===== src/rtl/tpu_seq_control_if.sv =====
// Instruction handshake between the host issuing TPU instructions and the sequencer.
// The master presents instr/instr_valid and the slave returns instr_ready.
interface tpu_seq_control_if #(
  parameter int INSTR_W = 16
);
  logic [INSTR_W-1:0] instr;
  logic               instr_valid;
  logic               instr_ready;

  modport master (output instr, output instr_valid, input instr_ready);
  modport slave  (input instr, input instr_valid, output instr_ready);
endinterface


===== src/rtl/tpu_seq_control.sv =====
// Mini TPU sequencer: decodes LOAD/STORE into one-cycle memory and array strobes, and
// runs a counter-driven compute phase that issues skewed per-lane operand reads.
module tpu_seq_control #(
  parameter  int N          = 4,
  parameter  int DATA_WIDTH = 8,
  parameter  int INSTR_W    = 16,
  localparam int IDX_W      = $clog2(N)
) (
  input  logic                  clk,
  input  logic                  rst,
  tpu_seq_control_if.slave      instr_if,
  output logic                  busy,
  output logic                  done,
  output logic                  array_clear,
  output logic                  array_write_enable,
  output logic [IDX_W-1:0]      array_output_row,
  output logic [IDX_W-1:0]      array_output_col,
  output logic                  array_output_valid,
  output logic [DATA_WIDTH-1:0] mema_data_in,
  output logic [DATA_WIDTH-1:0] memb_data_in,
  output logic                  mema_write_enable,
  output logic                  memb_write_enable,
  output logic [IDX_W-1:0]      mema_write_line,
  output logic [IDX_W-1:0]      mema_write_elem,
  output logic [IDX_W-1:0]      memb_write_line,
  output logic [IDX_W-1:0]      memb_write_elem,
  output logic [N-1:0]          mema_read_enable,
  output logic [N-1:0]          memb_read_enable,
  output logic [N*IDX_W-1:0]    mema_read_elem,
  output logic [N*IDX_W-1:0]    memb_read_elem
);

  localparam int CNT_W = $clog2(3 * N);
  localparam int LAST  = 3 * N - 1;

  typedef enum logic [1:0] {
    S_IDLE = 2'd0,
    S_RUN  = 2'd1,
    S_DONE = 2'd2
  } state_e;

  typedef enum logic [1:0] {
    OP_START = 2'b00,
    OP_STOP  = 2'b01,
    OP_LOAD  = 2'b10,
    OP_STORE = 2'b11
  } op_e;

  // Instruction fields
  op_e                   op;
  logic                  sel;
  logic [IDX_W-1:0]      row;
  logic [IDX_W-1:0]      col;
  logic [DATA_WIDTH-1:0] imm;
  logic                  unused_instr;

  assign op           = op_e'(instr_if.instr[INSTR_W-1 -: 2]);
  assign sel          = instr_if.instr[INSTR_W-3];
  assign row          = instr_if.instr[DATA_WIDTH+2*IDX_W-1 -: IDX_W];
  assign col          = instr_if.instr[DATA_WIDTH+IDX_W-1 -: IDX_W];
  assign imm          = instr_if.instr[DATA_WIDTH-1:0];
  assign unused_instr = ^instr_if.instr;

  state_e                state_q, state_d;
  logic [CNT_W-1:0]      cnt_q, cnt_d;
  logic                  clear_q, clear_d;
  logic                  mema_we_q, mema_we_d;
  logic                  memb_we_q, memb_we_d;
  logic [DATA_WIDTH-1:0] mema_data_q, mema_data_d;
  logic [DATA_WIDTH-1:0] memb_data_q, memb_data_d;
  logic [IDX_W-1:0]      mema_line_q, mema_line_d;
  logic [IDX_W-1:0]      mema_elem_q, mema_elem_d;
  logic [IDX_W-1:0]      memb_line_q, memb_line_d;
  logic [IDX_W-1:0]      memb_elem_q, memb_elem_d;
  logic [IDX_W-1:0]      out_row_q, out_row_d;
  logic [IDX_W-1:0]      out_col_q, out_col_d;
  logic                  out_valid_q, out_valid_d;

  logic                  ready;
  logic                  accept;
  logic [N-1:0]          rd_en;
  logic [N*IDX_W-1:0]    rd_elem;

  // NOTE: every signal written here gets a default first, so no path leaves a latch.
  always_comb begin
    state_d     = state_q;
    cnt_d       = cnt_q;
    clear_d     = 1'b0;
    mema_we_d   = 1'b0;
    memb_we_d   = 1'b0;
    out_valid_d = 1'b0;
    mema_data_d = mema_data_q;
    memb_data_d = memb_data_q;
    mema_line_d = mema_line_q;
    mema_elem_d = mema_elem_q;
    memb_line_d = memb_line_q;
    memb_elem_d = memb_elem_q;
    out_row_d   = out_row_q;
    out_col_d   = out_col_q;

    unique case (state_q)
      S_IDLE:  ready = 1'b1;
      S_RUN:   ready = (op == OP_STOP);
      default: ready = 1'b0;
    endcase
    accept = instr_if.instr_valid && ready;

    unique case (state_q)
      S_IDLE: begin
        if (accept) begin
          unique case (op)
            OP_START: begin
              state_d = S_RUN;
              cnt_d   = '0;
              clear_d = ~imm[0];
            end
            OP_LOAD: begin
              if (!sel) begin
                mema_we_d   = 1'b1;
                mema_data_d = imm;
                mema_line_d = row;
                mema_elem_d = col;
              end else begin
                memb_we_d   = 1'b1;
                memb_data_d = imm;
                memb_line_d = col;
                memb_elem_d = row;
              end
            end
            OP_STORE: begin
              out_valid_d = 1'b1;
              out_row_d   = row;
              out_col_d   = col;
            end
            default: ;
          endcase
        end
      end
      S_RUN: begin
        cnt_d = cnt_q + 1'b1;
        if (accept) begin
          // Abort: back to IDLE without a done pulse
          state_d = S_IDLE;
          cnt_d   = '0;
        end else if (cnt_q == CNT_W'(LAST)) begin
          state_d = S_DONE;
          cnt_d   = '0;
        end
      end
      default: state_d = S_IDLE;
    endcase
  end

  // Lane i is skewed by i+1 cycles so operands enter the array as a wavefront
  always_comb begin
    rd_en   = '0;
    rd_elem = '0;
    for (int i = 0; i < N; i++) begin
      if (state_q == S_RUN && cnt_q >= CNT_W'(i + 1) && cnt_q <= CNT_W'(i + N)) begin
        rd_en[i]                  = 1'b1;
        rd_elem[i*IDX_W +: IDX_W] = IDX_W'(cnt_q - CNT_W'(i + 1));
      end
    end
  end

  // NOTE: sequential state uses non-blocking assignments so every flop samples pre-edge values.
  always_ff @(posedge clk) begin
    if (rst) begin
      state_q     <= S_IDLE;
      cnt_q       <= '0;
      clear_q     <= 1'b0;
      mema_we_q   <= 1'b0;
      memb_we_q   <= 1'b0;
      mema_data_q <= '0;
      memb_data_q <= '0;
      mema_line_q <= '0;
      mema_elem_q <= '0;
      memb_line_q <= '0;
      memb_elem_q <= '0;
      out_row_q   <= '0;
      out_col_q   <= '0;
      out_valid_q <= 1'b0;
    end else begin
      state_q     <= state_d;
      cnt_q       <= cnt_d;
      clear_q     <= clear_d;
      mema_we_q   <= mema_we_d;
      memb_we_q   <= memb_we_d;
      mema_data_q <= mema_data_d;
      memb_data_q <= memb_data_d;
      mema_line_q <= mema_line_d;
      mema_elem_q <= mema_elem_d;
      memb_line_q <= memb_line_d;
      memb_elem_q <= memb_elem_d;
      out_row_q   <= out_row_d;
      out_col_q   <= out_col_d;
      out_valid_q <= out_valid_d;
    end
  end

  assign instr_if.instr_ready = ready;
  assign busy                 = (state_q == S_RUN);
  assign array_write_enable   = (state_q == S_RUN);
  assign done                 = (state_q == S_DONE);
  assign array_clear          = clear_q;
  assign array_output_row     = out_row_q;
  assign array_output_col     = out_col_q;
  assign array_output_valid   = out_valid_q;
  assign mema_data_in         = mema_data_q;
  assign memb_data_in         = memb_data_q;
  assign mema_write_enable    = mema_we_q;
  assign memb_write_enable    = memb_we_q;
  assign mema_write_line      = mema_line_q;
  assign mema_write_elem      = mema_elem_q;
  assign memb_write_line      = memb_line_q;
  assign memb_write_elem      = memb_elem_q;
  assign mema_read_enable     = rd_en;
  assign memb_read_enable     = rd_en;
  assign mema_read_elem       = rd_elem;
  assign memb_read_elem       = rd_elem;

endmodule


===== src/flat_wrapper.sv =====
// flat-port wrapper written by rule: the top's interface ports become plain ports
module tpu_seq_control_flat 
#(
  parameter  int N          = 4,
  parameter  int DATA_WIDTH = 8,
  parameter  int INSTR_W    = 16,
  localparam int IDX_W      = $clog2(N)
)
  (clk, rst, busy, done, array_clear, array_write_enable, array_output_row, array_output_col, array_output_valid, mema_data_in, memb_data_in, mema_write_enable, memb_write_enable, mema_write_line, mema_write_elem, memb_write_line, memb_write_elem, mema_read_enable, memb_read_enable, mema_read_elem, memb_read_elem, instr_if_instr, instr_if_instr_valid, instr_if_instr_ready);
  tpu_seq_control_if #(.INSTR_W(INSTR_W)) instr_if_i ();
  input  logic clk;
  input  logic rst;
  output logic busy;
  output logic done;
  output logic array_clear;
  output logic array_write_enable;
  output logic [IDX_W-1:0] array_output_row;
  output logic [IDX_W-1:0] array_output_col;
  output logic array_output_valid;
  output logic [DATA_WIDTH-1:0] mema_data_in;
  output logic [DATA_WIDTH-1:0] memb_data_in;
  output logic mema_write_enable;
  output logic memb_write_enable;
  output logic [IDX_W-1:0] mema_write_line;
  output logic [IDX_W-1:0] mema_write_elem;
  output logic [IDX_W-1:0] memb_write_line;
  output logic [IDX_W-1:0] memb_write_elem;
  output logic [N-1:0] mema_read_enable;
  output logic [N-1:0] memb_read_enable;
  output logic [N*IDX_W-1:0] mema_read_elem;
  output logic [N*IDX_W-1:0] memb_read_elem;
  input wire logic [$bits(instr_if_i.instr)-1:0] instr_if_instr;
  input wire logic [$bits(instr_if_i.instr_valid)-1:0] instr_if_instr_valid;
  output wire logic [$bits(instr_if_i.instr_ready)-1:0] instr_if_instr_ready;
  assign instr_if_i.instr = instr_if_instr;
  assign instr_if_i.instr_valid = instr_if_instr_valid;
  assign instr_if_instr_ready = instr_if_i.instr_ready;
  tpu_seq_control #(.N(N), .DATA_WIDTH(DATA_WIDTH), .INSTR_W(INSTR_W)) u_core (.clk(clk), .rst(rst), .instr_if(instr_if_i), .busy(busy), .done(done), .array_clear(array_clear), .array_write_enable(array_write_enable), .array_output_row(array_output_row), .array_output_col(array_output_col), .array_output_valid(array_output_valid), .mema_data_in(mema_data_in), .memb_data_in(memb_data_in), .mema_write_enable(mema_write_enable), .memb_write_enable(memb_write_enable), .mema_write_line(mema_write_line), .mema_write_elem(mema_write_elem), .memb_write_line(memb_write_line), .memb_write_elem(memb_write_elem), .mema_read_enable(mema_read_enable), .memb_read_enable(memb_read_enable), .mema_read_elem(mema_read_elem), .memb_read_elem(memb_read_elem));
endmodule

===== config.mk =====
export PLATFORM = sky130hd
export DESIGN_NAME = tpu_seq_control_flat
export DESIGN_NICKNAME = d
export VERILOG_FILES = /design/src/rtl/tpu_seq_control_if.sv /design/src/rtl/tpu_seq_control.sv /design/src/flat_wrapper.sv
export SDC_FILE = /design/constraint.sdc
export NUM_CORES = 1
export LEC_CHECK = 0
export BUFFER_PORTS_ARGS = -buffer_cell sky130_fd_sc_hd__buf_2
export CORE_UTILIZATION = 35
export CTS_CLUSTER_DIAMETER = 80
export CTS_CLUSTER_SIZE = 14
export DETAILED_ROUTE_END_ITERATION = 6
export GPL_TIMING_DRIVEN = 0
export PLACE_DENSITY_LB_ADDON = 0.2
export REMOVE_ABC_BUFFERS = 1
export SLEW_MARGIN = 10
export SYNTH_ARGS = -nofsm -noshare
export SYNTH_HDL_FRONTEND = slang
export SYNTH_SLANG_ARGS = --single-unit
export TNS_END_PERCENT = 1

===== constraint.sdc =====
create_clock -name clk -period 2.35 [get_ports clk]
set_clock_uncertainty 0.05 [all_clocks]
set_input_delay 0.235 -clock clk [delete_from_list [all_inputs] [get_ports clk]]
set_output_delay 0.235 -clock clk [all_outputs]
set_load 0.01 [all_outputs]

-- Word-level counts from Yosys, hierarchy flattened
Cells that the tools add are included.
- logic and storage cells: 84
- bits in registers: 38
- muxes and demuxes: 22
- bitwise logic cells: 6
- equality and inequality tests: 9
- $add $sub $neg: 5
- order comparisons: 8
- reductions and logical operators: 20
- operators with widths (cell ; number):
    $le A4 B3 Y1 const B ; 4
    $mux W2 ; 8
    $mux W4 ; 4
    $logic_and A1 B1 Y1 ; 9
    $reduce_and A3 Y1 ; 3
    $ge A4 B2 Y1 const B ; 2
    $pmux W4 S2 ; 1
    $reduce_and A4 Y1 ; 2
    $reduce_or A4 Y1 ; 2
    $mux W1 ; 7
    $eq A2 B2 Y1 const B ; 3
    $not A1 Y1 ; 6
    $add A4 B1 Y4 const B ; 1
    $eq A2 B1 Y1 const B ; 2
    $eq A4 B4 Y1 const B ; 1
    $ge A4 B1 Y1 const B ; 1
    $ge A4 B3 Y1 const B ; 1
    $logic_not A2 Y1 ; 2
    $pmux W2 S2 ; 1
    $sub A2 B1 Y2 const B ; 2
    $sub A2 B2 Y2 const B ; 2
    $ne A3 B1 Y1 const B ; 1
    $reduce_or A3 Y1 ; 1
    $ne A2 B1 Y1 const B ; 1
    other kinds (3) ; 3

-- Longest topological paths before layout
Gate-level depths: netlist (run 1).
- depth in word-level cells: 5
- gate-level depth with buffers: 6
- gate-level depth less buffers: 5

-- Least setup slack after synthesis (run 1)
No wires, ideal clock.
- kind: register to output
- start: reg u_core.cnt_q[1]
- end: out memb_read_elem[0]
- data required time: 2.065 ns
- path buffers: 1
- data arrival time: 1.664 ns
- slack: 0.401 ns
- stages on the path, launching flop included: 7
- path through: dfxtp_1 -> inv_1 -> ha_1 -> or4b_2 -> nand3_1 -> nor2_1 -> buf_4
- cells in the longest elaborated chain, start to end: 4
- RTL lines (item ; line ; text):
    start: declaration ; tpu_seq_control.sv:65 ; logic [CNT_W-1:0] cnt_q, cnt_d;
    start signal: assignment ; tpu_seq_control.sv:185 ; cnt_q <= cnt_d;
    $ge A4 B1 Y1 ; tpu_seq_control.sv:159 ; if (state_q == S_RUN && cnt_q >= CNT_W'(i + 1) && cnt_q <= CNT_W'(i + N)) begin
    $logic_and A1 B1 Y1 ; tpu_seq_control.sv:159 ;
    $logic_and A1 B1 Y1 (*) ; tpu_seq_control.sv:159 ;
    $mux W2 (*) ; tpu_seq_control.sv:159 ;
    end: declaration ; flat_wrapper.sv:31 ; output logic [N*IDX_W-1:0] memb_read_elem;
Every way passes the cells marked *; elsewhere a longest branch is shown, timed or not.

-- Worst setup path after layout (run 1)
Ends and elaborated chain as after synthesis.

==> results of run 1 <==
[path summary, 6_finish.rpt]
path | slack, ns | cells past startpoint | end | from
min reg2reg | 0.42 | 2 | u_core.memb_write_elem[1] | u_core.memb_write_elem[1]
max | 0.12 | 6 | memb_read_elem[0] | u_core.cnt_q[1]
min | 0.13 | 2 | u_core.mema_write_enable | instr_if_instr[13]
max reg2reg | 0.37 | 3 | u_core.mema_data_in[7] | u_core.state_q[1]
[power breakdown]
group / switching, mW / total, mW / internal [mW]
registers: 0.0119 / 0.670 / 0.658
clock network: 0.204 / 0.408 / 0.204
logic: 0.0767 / 0.138 / 0.0613
[metrics by stage]
| stage | instances | area, um2 |
|---|---|---|
| 3_5_place_dp | 325 | 2230 |
| 4_1_cts | 332 | 2300 |
| 2_1_floorplan | 178 | 1750 |
| 3_3_place_gp | 325 | 2230 |
| 5_1_grt | 332 | 2310 |
| 6_report | 332 | 2310 |
[flip-flops by register name (all words and copies together) (netlist names)]
signal and cells:
u_core.array_output_col 2, u_core.memb_write_enable 1, u_core.state_q 2, u_core.mema_write_elem 2, u_core.mema_write_line 2, u_core.array_output_row 2
u_core.memb_write_elem 2, u_core.mema_data_in 8, u_core.memb_write_line 2, u_core.array_clear 1, u_core.array_output_valid 1, u_core.mema_write_enable 1
u_core.memb_data_in 8, u_core.cnt_q 4
[cell usage in the layout, fill, tap and decap left out, types with 2 or more instances in the layout]
| master | Yosys | layout |
|---|---|---|
| clkbuf_1 | 7 | 2 |
| nand4_1 | 4 | 4 |
| nor3b_1 | 5 | 4 |
| a21oi_1 | 5 | 5 |
| or2_2 | 3 | 3 |
| ha_1 | 4 | 3 |
| clkbuf_8 | 0 | 5 |
| or3_1 | 2 | 2 |
| nor2b_1 | 4 | 4 |
| and3_1 | 4 | 4 |
| inv_1 | 8 | 7 |
| mux2i_1 | 25 | 25 |
| nor2_1 | 3 | 3 |
| buf_2 | 2 | 77 |
| nor3_1 | 3 | 3 |
| nand2b_1 | 38 | 38 |
| a31oi_1 | 2 | 2 |
| o311a_1 | 2 | 2 |
| nand3b_1 | 2 | 2 |
| and2_1 | 4 | 4 |
| o21ai_0 | 7 | 7 |
| nand3_1 | 3 | 3 |
| dfxtp_1 | 38 | 36 |
[metal layers]
layer	vias up	global-route usage	part of all wire
li1	804	-	-
met1	730	0.189	0.50
met2	55	0.235	0.42
met3	5	0.0431	0.057
met4	0	0.0577	0.017
met5	-	0	0
[kinds of logic after synthesis]
| kind of cell | Yosys count | synth area share |
|---|---|---|
| adder cells (fa/ha/maj) | 4 | 0.0261 |
| AO/OA/AOI/OAI | 22 | 0.0743 |
| AND/OR/NAND/NOR | 81 | 0.270 |
| multiplexers | 25 | 0.130 |
| buffers and inverters | 33 | 0.103 |
| flip-flops | 38 | 0.396 |
[final cells by class]
class | count | area, um2
fillers | 521 | 2890
multi-input cells | 132 | 970
flip-flops and latches | 38 | 766
repair buffers | 77 | 385
well taps | 70 | 87.6
clock buffers | 7 | 76.3
inverters | 8 | 30.0
[repair_timing]
action / 4_1_cts / 5_1_grt
endpoints found under the hold margin: 0 / 0
endpoints found under the setup margin: 6 / 7
gates resized for setup: 1 / 5
[critical path, stage by stage (launching register included)]
cell	delay [ns]
dfxtp_4	0.38
inv_1	0.10
ha_1	0.22
or4b_2	0.61
nand3_1	0.15
nor2_1	0.07
buf_2	0.14
==> reports/metrics.csv, run 1 <==
stage,metric,value,unit
run,Max-cap violations,0,
synth,Synth area leaders,"dfxtp_1, mux2i_1, nand2b_1",
route,Antenna Violating Nets Remaining,0,
cts,worst skew pair latency,0.28,ns
placed_design,DPL Wire Length,2900,um
worst_setup_path,crit path DAT,1.95,ns
route,Starting DRT DRC Count,74,
hold_path,Worst Hold Class,in -> reg,
placed_design,PortBufs,77,
synth,cell area after synthesis,1920,um2
power,total power,1.22,mW
route,post-DR vias/cell,4.80,
worst_setup_path,startpoint types,flop,
sta,Fmax,0.448,GHz
placed_design,final RePlAce weighted congestion,0.755,
global_route,antenna violations before repair,0,
synth,synth unique cells,36,
synth,post-synth top area share,0.396,
route,DR WL/cell,12.2,um
cts,TritonCTS clock tree,done,
global_route,vias in the first global route,1435,
synth,synthesized area per cell,9.46,um2
layout,n_diodes,0,
cts,hold buffers post-CTS,0,
power,Leak Pwr,1.17,nW
floorplanning,width of the die,76.1,um
worst_setup_path,critical path type,reg -> out,
global_route,largest net degree at the start of global routing,48,
power,P per Cell Area,525,nW/um2
floorplanning,Die H,76.1,um
route,DRC,0,
route,DR vias,1594,
sta,final hold violations,0,
floorplanning,DIE AREA,5790,um2
synth,synth warn,0,
sta,Fin Setup TNS,0,ns
sta,Final Cycle Share,0.950,
sta,Hold WS,0.130,ns
cts,TritonCTS buffer count,5,
sta,RSZ-0062 raised after global routing,yes,
global_route,first-pass GRT wire length,6880,um
power,Worst VDD drop,210,uV
sta,final worst slack,0.117,ns
cts,"CTS clk-pin slew, worst paths",0.06,ns
sta,Worst Tran Pin Value,0.652,ns
sta,Worst slew margin,0.565,
route,Routed WL,4050,um
worst_setup_path,crit-path max FO,8,
synth,top cell type by total area after synthesis,dfxtp_1,
cts,H-tree depth,2,
synth,sequential element share of the synthesized area,0.396,
cts,Max clock buf depth,2,
layout,area delta synth->final,20.5,%
worst_setup_path,worst endpoint required time,2.07,ns
synth,"EDFF count, synth",0,
floorplanning,Initial Util,0.369,
floorplanning,core area,5200,um2
sta,Tmin final,2.23,ns
layout,Final Util,0.445,
worst_setup_path,Crit. End Element,output pin,
status,outcome,completed,
cts,post-CTS setup buffers,0,
floorplanning,Rows,26,
layout,share of cells above drive strength 1,0.355,
global_route,Total Routing Usage GR,0.148,
cts,clk sink count,38,
global_route,GR Overflow Total,0,
cts,clk root buf,clkbuf_8,
floorplanning,I/O Pins,79,
layout,Layout Nets,285,
sta,Final Max Tran Viols,0,
synth,Yosys reg bits,38,
synth,top_reg_cell synth,dfxtp_1,
sta,final setup fails,0,
synth,cell count after synthesis,203,
synth,Async SR Flop Fraction,0,
synth,synth cell count leaders,"dfxtp_1, nand2b_1, mux2i_1",
route,first-pass iteration count of the detailed router,4,
placed_design,Place WS,0.260,ns
Power figures use the tool's default switching activity.
==> run 2: changes to the inputs <==
- BUFFER_PORTS_ARGS: -buffer_cell sky130_fd_sc_hd__buf_2 -> -buffer_cell sky130_fd_sc_hd__buf_4
- PLACE_DENSITY_LB_ADDON: 0.2 -> default
- clock period: 2.35 -> 2.68 ns (I/O delays scaled with it)
==> run 2 against run 1 <==
Effect of this change:
- global-route usage up 0.53 points
- flip-flop and latch count unchanged
- combinational power about the same
- die area unchanged
- first-iteration DRC count down 24%
- cell area up 8.4%
- sequential power down 12%
- core utilization up 3.7 points
- critical path depth unchanged
- largest cell class unchanged
- highest routed layer unchanged
==> reports/metrics.csv, run 2 (same netlist as run 1, synthesis figures left out) <==
stage,metric,value,unit
layout,share of cells above drive strength 1,0.342,
sta,Worst Tran Pin Value,0.602,ns
placed_design,Place WS,0.535,ns
power,Clock power frac,0.356,
sta,Fin Setup TNS,0,ns
cts,"CTS clk-pin slew, worst paths",0.07,ns
sta,Tmin final,2.46,ns
sta,Final Cycle Share,0.917,
layout,area delta synth->final,30.7,%
layout,Layout Nets,285,
status,outcome,completed,
floorplanning,core area,5200,um2
sta,Fmax,0.407,GHz
floorplanning,DIE AREA,5790,um2
placed_design,placed instance area,2420,um2
layout,n_diodes,0,
layout,"commonest non-fill, non-tap cell in the layout",buf_4,
power,internal power,0.853,mW
placed_design,PortBufs,77,
global_route,vias in the first global route,1438,
global_route,antenna violations before repair,0,
floorplanning,Initial Util,0.369,
floorplanning,Rows,26,
layout,Final Util,0.482,
global_route,largest net degree at the start of global routing,48,
floorplanning,Die H,76.1,um
sta,Worst slew margin,0.598,
route,DR WL/cell,12.6,um
hold_path,hold path depth,2,
power,P per Cell Area,448,nW/um2
cts,hold buffers post-CTS,0,
sta,final worst slack,0.224,ns
worst_setup_path,crit path DAT,2.14,ns
cts,clk root buf,clkbuf_8,
route,post-DR vias/cell,4.66,
floorplanning,width of the die,76.1,um
power,Leak Pwr,1.19,nW
hold_path,Worst Hold Class,in -> reg,
power,combinational share of power,0.121,
run,Max-cap violations,0,
worst_setup_path,Crit. End Element,output pin,
route,DRC,0,
sta,Final Max Tran Viols,0,
cts,TritonCTS clock tree,done,
route,first-pass iteration count of the detailed router,4,
power,total power,1.12,mW
sta,RSZ-0062 raised after global routing,no,
power,Net Sw Frac,0.241,
power,register share of total power,0.523,
route,DR vias,1552,
cts,post-CTS setup buffers,0,
worst_setup_path,crit-path max FO,8,
route,Starting DRT DRC Count,56,
placed_design,Post-Place Cells,325,
sta,final hold violations,0,
layout,post-route cell area,2510,um2
cts,H-tree depth,2,
worst_setup_path,critical path type,reg -> out,
cts,clk sink count,38,
route,Antenna Violating Nets Remaining,0,
placed_design,DPL Wire Length,3030,um
global_route,first-pass GRT wire length,7130,um
layout,"commonest cells after routing, fill and taps aside","buf_4, nand2b_1, dfxtp_1",
worst_setup_path,cells on worst reg2reg path,3,
cts,Max clock buf depth,2,
power,Worst VDD drop,272,uV
global_route,Total Routing Usage GR,0.154,
global_route,GR Overflow Total,0,
cts,TritonCTS buffer count,5,
layout,"non-filler cells, final",333,
worst_setup_path,worst endpoint required time,2.36,ns
placed_design,final RePlAce weighted congestion,0.704,
cts,PostCTS Resize Cnt,0,
sta,final setup fails,0,
power,Psw,0.271,mW
worst_setup_path,startpoint types,flop,
cts,worst skew pair latency,0.29,ns
floorplanning,I/O Pins,79,
sta,Hold WS,0.127,ns
route,Routed WL,4210,um
==> run 2: worst max-delay path: stages (launching register included) <==
cell and delay, ns:
dfxtp_1 0.47, inv_1 0.15, ha_1 0.24, or4b_2 0.61, nand3_1 0.16, nor2_1 0.07, buf_4 0.16
==> run 2: layout make-up <==
cell class              instances  area (um2)
clock buffers                   7        86.3
clock inverters                 1        5.00
fillers                       527        2700
inverters                       8        30.0
multi-input cells             132         962
flip-flops and latches         38         761
well taps                      70        87.6
repair buffers                 77         578
==> run 2: path summary, 6_finish.rpt <==
path | slack (ns) | to | from
setup / recovery | 0.22 | mema_read_elem[0] | u_core.cnt_q[1]
hold / removal | 0.13 | u_core.mema_write_enable | instr_if_instr[13]
setup reg to reg | 0.72 | u_core.mema_data_in[0] | u_core.state_q[0]
hold reg to reg | 0.43 | u_core.array_output_col[0] | u_core.array_output_col[0]
==> run 2: power by group through the flow <==
stage          Clock, mW  Combinational, mW  Sequential (mW)
2_1_floorplan          0             0.0634            0.603
3_3_place_gp           0              0.137            0.600
3_5_place_dp           0              0.137            0.601
4_1_cts            0.419              0.138            0.587
5_1_grt            0.443              0.151            0.590
6_report           0.401              0.136            0.588
==> run 2: per-layer routing <==
metal | up-vias | share of wire | global-route usage
li1 | 799 | - | -
met1 | 711 | 0.49 | 0.214
met5 | - | 0 | 0
met2 | 37 | 0.46 | 0.225
met3 | 5 | 0.043 | 0.0419
met4 | 0 | 0.013 | 0.0577
